**config.mk**
```make
export PLATFORM = sky130hd
export DESIGN_NAME = io_port
export DESIGN_NICKNAME = d
export VERILOG_FILES = /design/src/rtl/io_pkg.sv /design/src/rtl/byte_fifo.sv /design/src/rtl/io_port.sv
export SDC_FILE = /design/constraint.sdc
export NUM_CORES = 1
export LEC_CHECK = 0
export CAP_MARGIN = 20
export CELL_PAD_IN_SITES_DETAIL_PLACEMENT = 1
export CELL_PAD_IN_SITES_GLOBAL_PLACEMENT = 1
export CORE_MARGIN = 10
export CORE_UTILIZATION = 40
export CTS_CLUSTER_DIAMETER = 30
export DETAILED_ROUTE_END_ITERATION = 16
export PLACE_DENSITY = 0.84
export RECOVER_POWER = 25
export SLEW_MARGIN = 25
export SYNTH_ARGS = -nofsm -noshare
export SYNTH_HDL_FRONTEND = slang
export SYNTH_SLANG_ARGS = --single-unit
```
**constraint.sdc**
```tcl
create_clock -name clk -period 2.8 [get_ports clk]
set_input_delay 0.56 -clock clk [delete_from_list [all_inputs] [get_ports clk]]
set_output_delay 0.56 -clock clk [all_outputs]
set_load 0.05 [all_outputs]
```
**src/rtl/io_pkg.sv**
```systemverilog
// Shared constants for the CPU I/O port: register-select codes,
// STATUS bit positions and FIFO geometry.
package io_pkg;

    localparam int FIFO_DEPTH = 4;
    localparam int PTR_W      = 2;
    localparam int CNT_W      = 3;

    typedef enum logic [1:0] {
        RS_DATA    = 2'd0,
        RS_STATUS  = 2'd1,
        RS_SCRATCH = 2'd2,
        RS_MASK    = 2'd3
    } rs_e;

    // STATUS = {0, rx_count[2:0], underflow, overflow, tx_full, rx_nonempty}
    localparam int ST_RX_NE   = 0;
    localparam int ST_TX_FULL = 1;
    localparam int ST_OVF     = 2;
    localparam int ST_UNF     = 3;
    localparam int ST_CNT_LSB = 4;

endpackage

```
**src/rtl/byte_fifo.sv**
```systemverilog
// 4-entry byte FIFO with flush, head peek and occupancy count.
// Ports: clk, rst, push_i, pop_i, flush_i, data_i -> head_o, count_o, full_o, empty_o.
module byte_fifo
    import io_pkg::*;
(
    input  logic             clk,
    input  logic             rst,
    input  logic             push_i,
    input  logic             pop_i,
    input  logic             flush_i,
    input  logic [7:0]       data_i,
    output logic [7:0]       head_o,
    output logic [CNT_W-1:0] count_o,
    output logic             full_o,
    output logic             empty_o
);

    logic [7:0]       mem_q [FIFO_DEPTH];
    logic [PTR_W-1:0] wptr_q, wptr_d;
    logic [PTR_W-1:0] rptr_q, rptr_d;
    logic [CNT_W-1:0] cnt_q, cnt_d;
    logic             do_push, do_pop;

    assign full_o  = (cnt_q == CNT_W'(FIFO_DEPTH));
    assign empty_o = (cnt_q == '0);
    assign count_o = cnt_q;
    assign head_o  = empty_o ? 8'h00 : mem_q[rptr_q];

    assign do_push = push_i & ~full_o;
    assign do_pop  = pop_i & ~empty_o;

    always_comb begin
        wptr_d = wptr_q + PTR_W'(do_push);
        rptr_d = rptr_q + PTR_W'(do_pop);
        cnt_d  = cnt_q + CNT_W'(do_push) - CNT_W'(do_pop);
        // Flush wins over any concurrent push or pop.
        if (flush_i) begin
            wptr_d = '0;
            rptr_d = '0;
            cnt_d  = '0;
        end
    end

    always_ff @(posedge clk) begin
        if (rst) begin
            wptr_q <= '0;
            rptr_q <= '0;
            cnt_q  <= '0;
        end else begin
            wptr_q <= wptr_d;
            rptr_q <= rptr_d;
            cnt_q  <= cnt_d;
        end
    end

    // Storage needs no reset: head_o is masked while empty.
    always_ff @(posedge clk) begin
        if (!rst && do_push && !flush_i) begin
            mem_q[wptr_q] <= data_i;
        end
    end

endmodule

```
**src/rtl/io_port.sv**
```systemverilog
// CPU I/O port: DATA/STATUS/SCRATCH/MASK registers, RX and TX byte FIFOs,
// host valid/ready streams, nsig clear/flush lines and a level irq.
module io_port
    import io_pkg::*;
(
    input  logic       clk,
    input  logic       rst,
    input  logic       rd,
    input  logic       wr,
    input  logic [1:0] rs,
    input  logic [7:0] wdata,
    output logic [7:0] rdata,
    input  logic [7:0] nsig,
    input  logic       in_valid,
    input  logic [7:0] in_data,
    output logic       in_ready,
    output logic       out_valid,
    output logic [7:0] out_data,
    input  logic       out_ready,
    output logic       irq
);

    logic       ovf_q, ovf_d;
    logic       unf_q, unf_d;
    logic [7:0] scratch_q, scratch_d;
    logic [1:0] mask_q, mask_d;

    logic [7:0]       rx_head, tx_head;
    logic [CNT_W-1:0] rx_cnt, tx_cnt;
    logic             rx_full, rx_empty, tx_full, tx_empty;
    logic             rd_ok, wr_ok, sel_data;
    logic             rx_push, rx_pop, tx_push, tx_pop;
    logic             set_ovf, set_unf;

    // Colliding strobes are treated as no access at all.
    assign rd_ok    = rd & ~wr;
    assign wr_ok    = wr & ~rd;
    assign sel_data = (rs == RS_DATA);

    assign rx_pop  = rd_ok & sel_data & ~rx_empty;
    assign set_unf = rd_ok & sel_data & rx_empty;
    assign tx_push = wr_ok & sel_data & ~tx_full;
    assign set_ovf = wr_ok & sel_data & tx_full;

    assign in_ready  = ~rx_full;
    assign rx_push   = in_valid & in_ready;
    assign out_valid = ~tx_empty;
    assign out_data  = tx_head;
    assign tx_pop    = out_valid & out_ready;

    byte_fifo u_rx (
        .clk     (clk),
        .rst     (rst),
        .push_i  (rx_push),
        .pop_i   (rx_pop),
        .flush_i (~nsig[1]),
        .data_i  (in_data),
        .head_o  (rx_head),
        .count_o (rx_cnt),
        .full_o  (rx_full),
        .empty_o (rx_empty)
    );

    byte_fifo u_tx (
        .clk     (clk),
        .rst     (rst),
        .push_i  (tx_push),
        .pop_i   (tx_pop),
        .flush_i (~nsig[2]),
        .data_i  (wdata),
        .head_o  (tx_head),
        .count_o (tx_cnt),
        .full_o  (tx_full),
        .empty_o (tx_empty)
    );

    always_comb begin
        // A set event in the same cycle beats the nsig[0] clear.
        ovf_d     = set_ovf | (ovf_q & nsig[0]);
        unf_d     = set_unf | (unf_q & nsig[0]);
        scratch_d = scratch_q;
        mask_d    = mask_q;
        if (wr_ok && rs == RS_SCRATCH) scratch_d = wdata;
        if (wr_ok && rs == RS_MASK)    mask_d    = wdata[1:0];
    end

    always_ff @(posedge clk) begin
        if (rst) begin
            ovf_q     <= 1'b0;
            unf_q     <= 1'b0;
            scratch_q <= 8'h00;
            mask_q    <= 2'b00;
        end else begin
            ovf_q     <= ovf_d;
            unf_q     <= unf_d;
            scratch_q <= scratch_d;
            mask_q    <= mask_d;
        end
    end

    always_comb begin
        rdata = 8'h00;
        unique case (rs)
            RS_DATA:    rdata = rx_head;
            RS_STATUS: begin
                rdata[ST_CNT_LSB +: 3] = rx_cnt;
                rdata[ST_UNF]          = unf_q;
                rdata[ST_OVF]          = ovf_q;
                rdata[ST_TX_FULL]      = tx_full;
                rdata[ST_RX_NE]        = ~rx_empty;
            end
            RS_SCRATCH: rdata = scratch_q;
            RS_MASK:    rdata = {6'b0, mask_q};
            default:    rdata = 8'h00;
        endcase
    end

    assign irq = (mask_q[0] & ~rx_empty) | (mask_q[1] & (ovf_q | unf_q));

endmodule

```
Yosys cells after proc, flatten, opt, wreduce, memory -nomap -nowiden
Memory sizes are Yosys's and may differ from the RTL's. A register that Yosys moved wholly into a read port is not among the register bits. Index checks and enable logic that the tools add are counted.

Mux-type cells: 10. Bitwise gates (word level): 30. Add/subtract/negate cells: 8. Reductions and logical operators: 12. Equality and inequality tests: 5.

Operator list (count): 7-bit case mux with 4 select lines (1); 1-bit bitwise AND (18); 8-bit two-way mux (2); 2-bit by 1-bit adder with 2-bit output (4); 1-bit NOT (8); 3-bit by 1-bit adder with 3-bit output (2); 3-bit == test (second input constant) (2); 1-bit logical AND (6); 3-bit logical NOT (2); 3-bit by 1-bit subtractor with 3-bit output (2); 2-bit == test (second input constant) (2); 1-bit two-way mux (4); 2-bit two-way mux (2); 1-bit bitwise OR (4); 2-bit OR reduction (2); 2-bit by 1-bit == test with 1-bit output (second input constant) (1); 2-bit logical NOT (1); 1-bit case mux with 2 select lines (1); 1-bit logical NOT (1).

Memory bits (writable): 64. Input bits: 32. Bits in registers: 26. Output and inout port bits: 19. Word-level logic and storage cells: 77. Memories: 2.

Memories: u_rx.mem_q (words 4, width 8, read ports 1, clocked after Yosys merged registers in 1, write ports 1, RTL line byte_fifo.sv:18) `logic [7:0] mem_q [FIFO_DEPTH];`; u_tx.mem_q (words 4, width 8, read ports 1, clocked after Yosys merged registers in 1, write ports 1, RTL line byte_fifo.sv:18).

Longest topological paths before layout
Depth after elaboration: 9. Gate-level depth with buffers: 11. Gate-level depth less buffers: 10.

Modules after synthesis
Synthesis repeated with hierarchy kept, for this count alone.

Cell total of the unflattened synthesis: 259. Area, all modules: 3946.3 um2.

By module, submodules not included: byte_fifo (cells each 89, times used 2, area each 1586.5 um2, seq. area each 1101.1 um2); io_port (cells each 81, times used 1, area each 773.2 um2, seq. area each 240.2 um2).

Worst setup path after synthesis
OpenSTA, ideal clock, no wires.

Path type: input-to-reg. From: in rs[0]. To: reg u_rx.cnt_q[2] (netlist: u_rx.count_o[2]). Arrival: 2.585 ns. Path slack: 0.137 ns. Buffers on the path: 1. Setup time: 0.078 ns. Stages: 11. Data required time: 2.722 ns. Cells stage by stage: clkbuf_1 > nor2_1 > and3_1 > ha_1 > inv_1 > ha_1 > inv_1 > fa_1 > xor2_1 > and2_1 > nor3_1.

Word-level cells in the longest chain between the ends: 5.

RTL lines: start: declaration (RTL line io_port.sv:10) `input logic [1:0] rs,`; 2-bit logical NOT (RTL line io_port.sv:38) `assign sel_data = (rs == RS_DATA);`; 1-bit bitwise AND (2 in series) (RTL line io_port.sv:40) `assign rx_pop = rd_ok & sel_data & ~rx_empty;`; 1-bit bitwise AND (RTL line byte_fifo.sv:30) `assign do_pop = pop_i & ~empty_o;`; 3-bit by 1-bit subtractor with 3-bit output (RTL line byte_fifo.sv:35) `cnt_d = cnt_q + CNT_W'(do_push) - CNT_W'(do_pop);`; end signal: assignment (RTL line byte_fifo.sv:52) `cnt_q <= cnt_d;`; end: declaration (RTL line byte_fifo.sv:21) `logic [CNT_W-1:0] cnt_q, cnt_d;`.

Every way passes these cells. A chain may end at the register's enable or synchronous reset.

Final worst setup path
From: in rs[1]. To: out rdata[5].

Word-level cells in the longest chain between the ends: 2. Elaborated cells between the ends (all ways): 5. Classes of those cells: eq/ne (3); mux (1); reduce/logical (1).

RTL lines: 2-bit == test, or another cell as far along (RTL line io_port.sv:103) `unique case (rs)`; 7-bit case mux with 4 select lines * (RTL line io_port.sv:103); end: declaration (RTL line io_port.sv:12) `output logic [7:0] rdata,`.

Mark *: on every way between the ends. The rest lies on a longest branch, timed or not.

==> impl_metrics.toml <==
[synth]
synth_edf_count = 64
synthAdderAreaFrac = 0.0339
synth_compound_area_frac = 0.0239
synth_common_cells = "64 x edfxtp_1, 26 x dfxtp_1, 24 x nor2_1, 16 x mux4_2, 13 x inv_1"
netlist_area_um2 = 3760
yosysSeqAreaShare = 0.649
synth_top_family_by_area = "multiplexers"
muxShareOfSynthArea = 0.128
yosys-top-cells-area = "edfxtp_1 51%, dfxtp_1 14%, mux4_2 9.6%"
ys_seq_elements = 90
synth_nets = 297
synthFlopType = "edfxtp_1"
avgSynthCellArea_um2 = 14.7
synthSimpleGateAreaFrac = 0.124
yosys_warnings = 0
async_reset_ff_frac = 0
synth_most_common_cell = "edfxtp_1"
yosys.area.top_type = "edfxtp_1"
synth_top_area_frac = 0.510
synth_cell_types = 35
synthXorXnorAreaFrac = 0.0163
syn_inst = 256

[global_routing]
antenna_found_initial = 0
grt_pass1_vias = 2584
grt_max_degree = 19
grtUsageTotal = 0.129
grt-ovfl-total = 0
grt_pass1_wl_um = 13500

[power]
total_power_mw = 2.54
leakagePower_nw = 1.72
power_density_nw_per_um2 = 534
ir_drop_uv = 275

[die]
die_area_um2 = 13700
fp.dieW_um = 117
die-height_um = 117
rows = 35
core_um2 = 9200
num_io_pins = 51
initial_utilization = 0.409

[finish]
drive_gt1_frac = 0.237
stdcell_area_um2 = 4760
area_growth_pct = 26.4
multi_input_area_um2 = 1240
fin_util = 0.517
seqCellArea_um2 = 2440
fillerInstances = 908
nets = 365
num_antenna_cells = 0

[sta]
period_needed_ps = 2680
min_period_over_period = 0.958
drv_slew = 0
clock_skew_ps = 8.05
final_hold_viol_count = 0
setup_viol = 0
setup_ws_ps = 119
fmax_mhz = 373
worst_pin_slew_ps = 610
rsz0062_at_grt = "false"
maxSlewHeadroom = 0.593
whs_ps = 498

[routing]
dr.max_layer_used = "met4"
viasPerCell = 5.15
vias = 2265
drtPass1Iterations = 4
drtAntennaViolNets = 0
drcViolationCount = 0
wl_met3_um = 406
wl_met2_um = 4300
wl_per_cell_um = 18.7
routed_wl_um = 8230
met1_length_um = 3440
drt_iter0_markers = 113

[clock_network]
clk_latency_ps = 360
clockRootBuffer = "clkbuf_8"
holdBufCountCts = 0
cts_tree = "done"
htreeDepth = 3
postCtsResizedCells = 1
cts_buffer_depth = 2
cts.sinks = 90
clkSlewWorstSetupHoldPaths_ps = 90
post_cts_buffers = 0
cts_made_buffers = 9

[place]
globalplace.congestion = 0.818
dp_hpwl_um = 6340
place_area_um2 = 4550
portBuffers = 45
preCtsSetupSlack_ps = -145

[setup_path]
crit_chain = "clkdlybuf4s50_1 > buf_4 > nor2b_1 > a22oi_1 > nand2_1 > buf_12"
critPathKind = "in2out"
crit_path_max_fanout = 6
slowest_delay_ps = 540
crit_slowest_cell = "clkdlybuf4s50_1"
required_ps = 2240
cp_num_buf_inv = 3
cp-end-kind = "output port"
cp-start-kind = "input port"
worstPathArrival_ps = 2120
cp_top_family = "buffers and inverters"

[status]
run_status = "finished clean"

[flow_run]
cap_violations = 0

[min_path]
min_path_type = "reg2reg"
cells in the final DEF, fill, tap and decap left out, types with 2 or more instances in the layout:
| cell type | count |
|---|---|
| ha_1 | 7 |
| mux2i_1 | 12 |
| dfxtp_1 | 25 |
| o211ai_1 | 2 |
| and2_1 | 6 |
| nor2_1 | 24 |
| mux4_2 | 16 |
| o21ai_0 | 3 |
| nor2b_1 | 12 |
| a22oi_1 | 4 |
| clkdlybuf4s50_1 | 17 |
| nor3_1 | 9 |
| edfxtp_1 | 64 |
| fa_1 | 2 |
| xor2_1 | 4 |
| inv_1 | 13 |
| buf_12 | 9 |
| and3_1 | 2 |
| nand3_1 | 10 |
| nor3b_2 | 2 |
| nand2b_1 | 2 |
| clkbuf_8 | 9 |
| nand2_1 | 10 |
| inv_8 | 4 |
| dlygate4sd3_1 | 11 |
| buf_4 | 29 |
| nand4b_1 | 2 |
| xnor2_1 | 3 |
registers in the layout, indices dropped and copies added (netlist names):
name and cells:
mask_q 2, ovf_q 1, scratch_q 8, u_rx.count_o 3
u_rx.mem_q 32, u_rx.rptr_q 2, u_rx.wptr_q 2, u_tx.count_o 3
u_tx.mem_q 32, u_tx.rptr_q 2, u_tx.wptr_q 2, unf_q 1
metrics by stage:
stage / TNS (ps) / std cells
global placement: -421 / 424
floorplan: 0 / 256
finish: 0 / 440
CTS: 0 / 440
detailed placement: -2140 / 424
global route: 0 / 440
tightest hold or removal path: stages (launching register included):
cell and delay [ps]:
dfxtp_1 340, nand2_1 60, a21oi_1 60
report_power, final:
group	total [mW]	switching, mW	internal [mW]
clock	0.872	0.520	0.352
combinational	0.222	0.123	0.0996
sequential	1.45	0.0121	1.44
total	2.54	0.655	1.89
area by class of cell:
class                   count  area share
repair buffers             67       0.145
well taps                 111      0.0292
clock inverters             7      0.0147
inverters                  13      0.0103
multi-input cells         143       0.261
clock buffers               9      0.0260
flip-flops and latches     90       0.514
layer usage:
layer	vias to the layer above	track usage
met4	0	0.0329
met5	-	0
met3	13	0.0433
li1	1079	-
met2	44	0.232
met1	1129	0.144
logic make-up after synthesis:
logic type / count (synthesis)
fa+ha+maj: 9
mux: 28
simple gates: 86
compound gates: 13
buf+inv: 23
xor+xnor: 7
flops: 90
final timing paths:
check	startpoint	to	depth (start not counted)	slack, ps
hold reg to reg	ovf_q	ovf_q	2	500
hold / removal	ovf_q	ovf_q	2	500
setup / recovery	rs[1]	rdata[5]	6	120
setup reg to reg	u_rx.count_o[1]	u_rx.count_o[2]	10	410
Note: power is estimated with default switching activity, not from simulation.
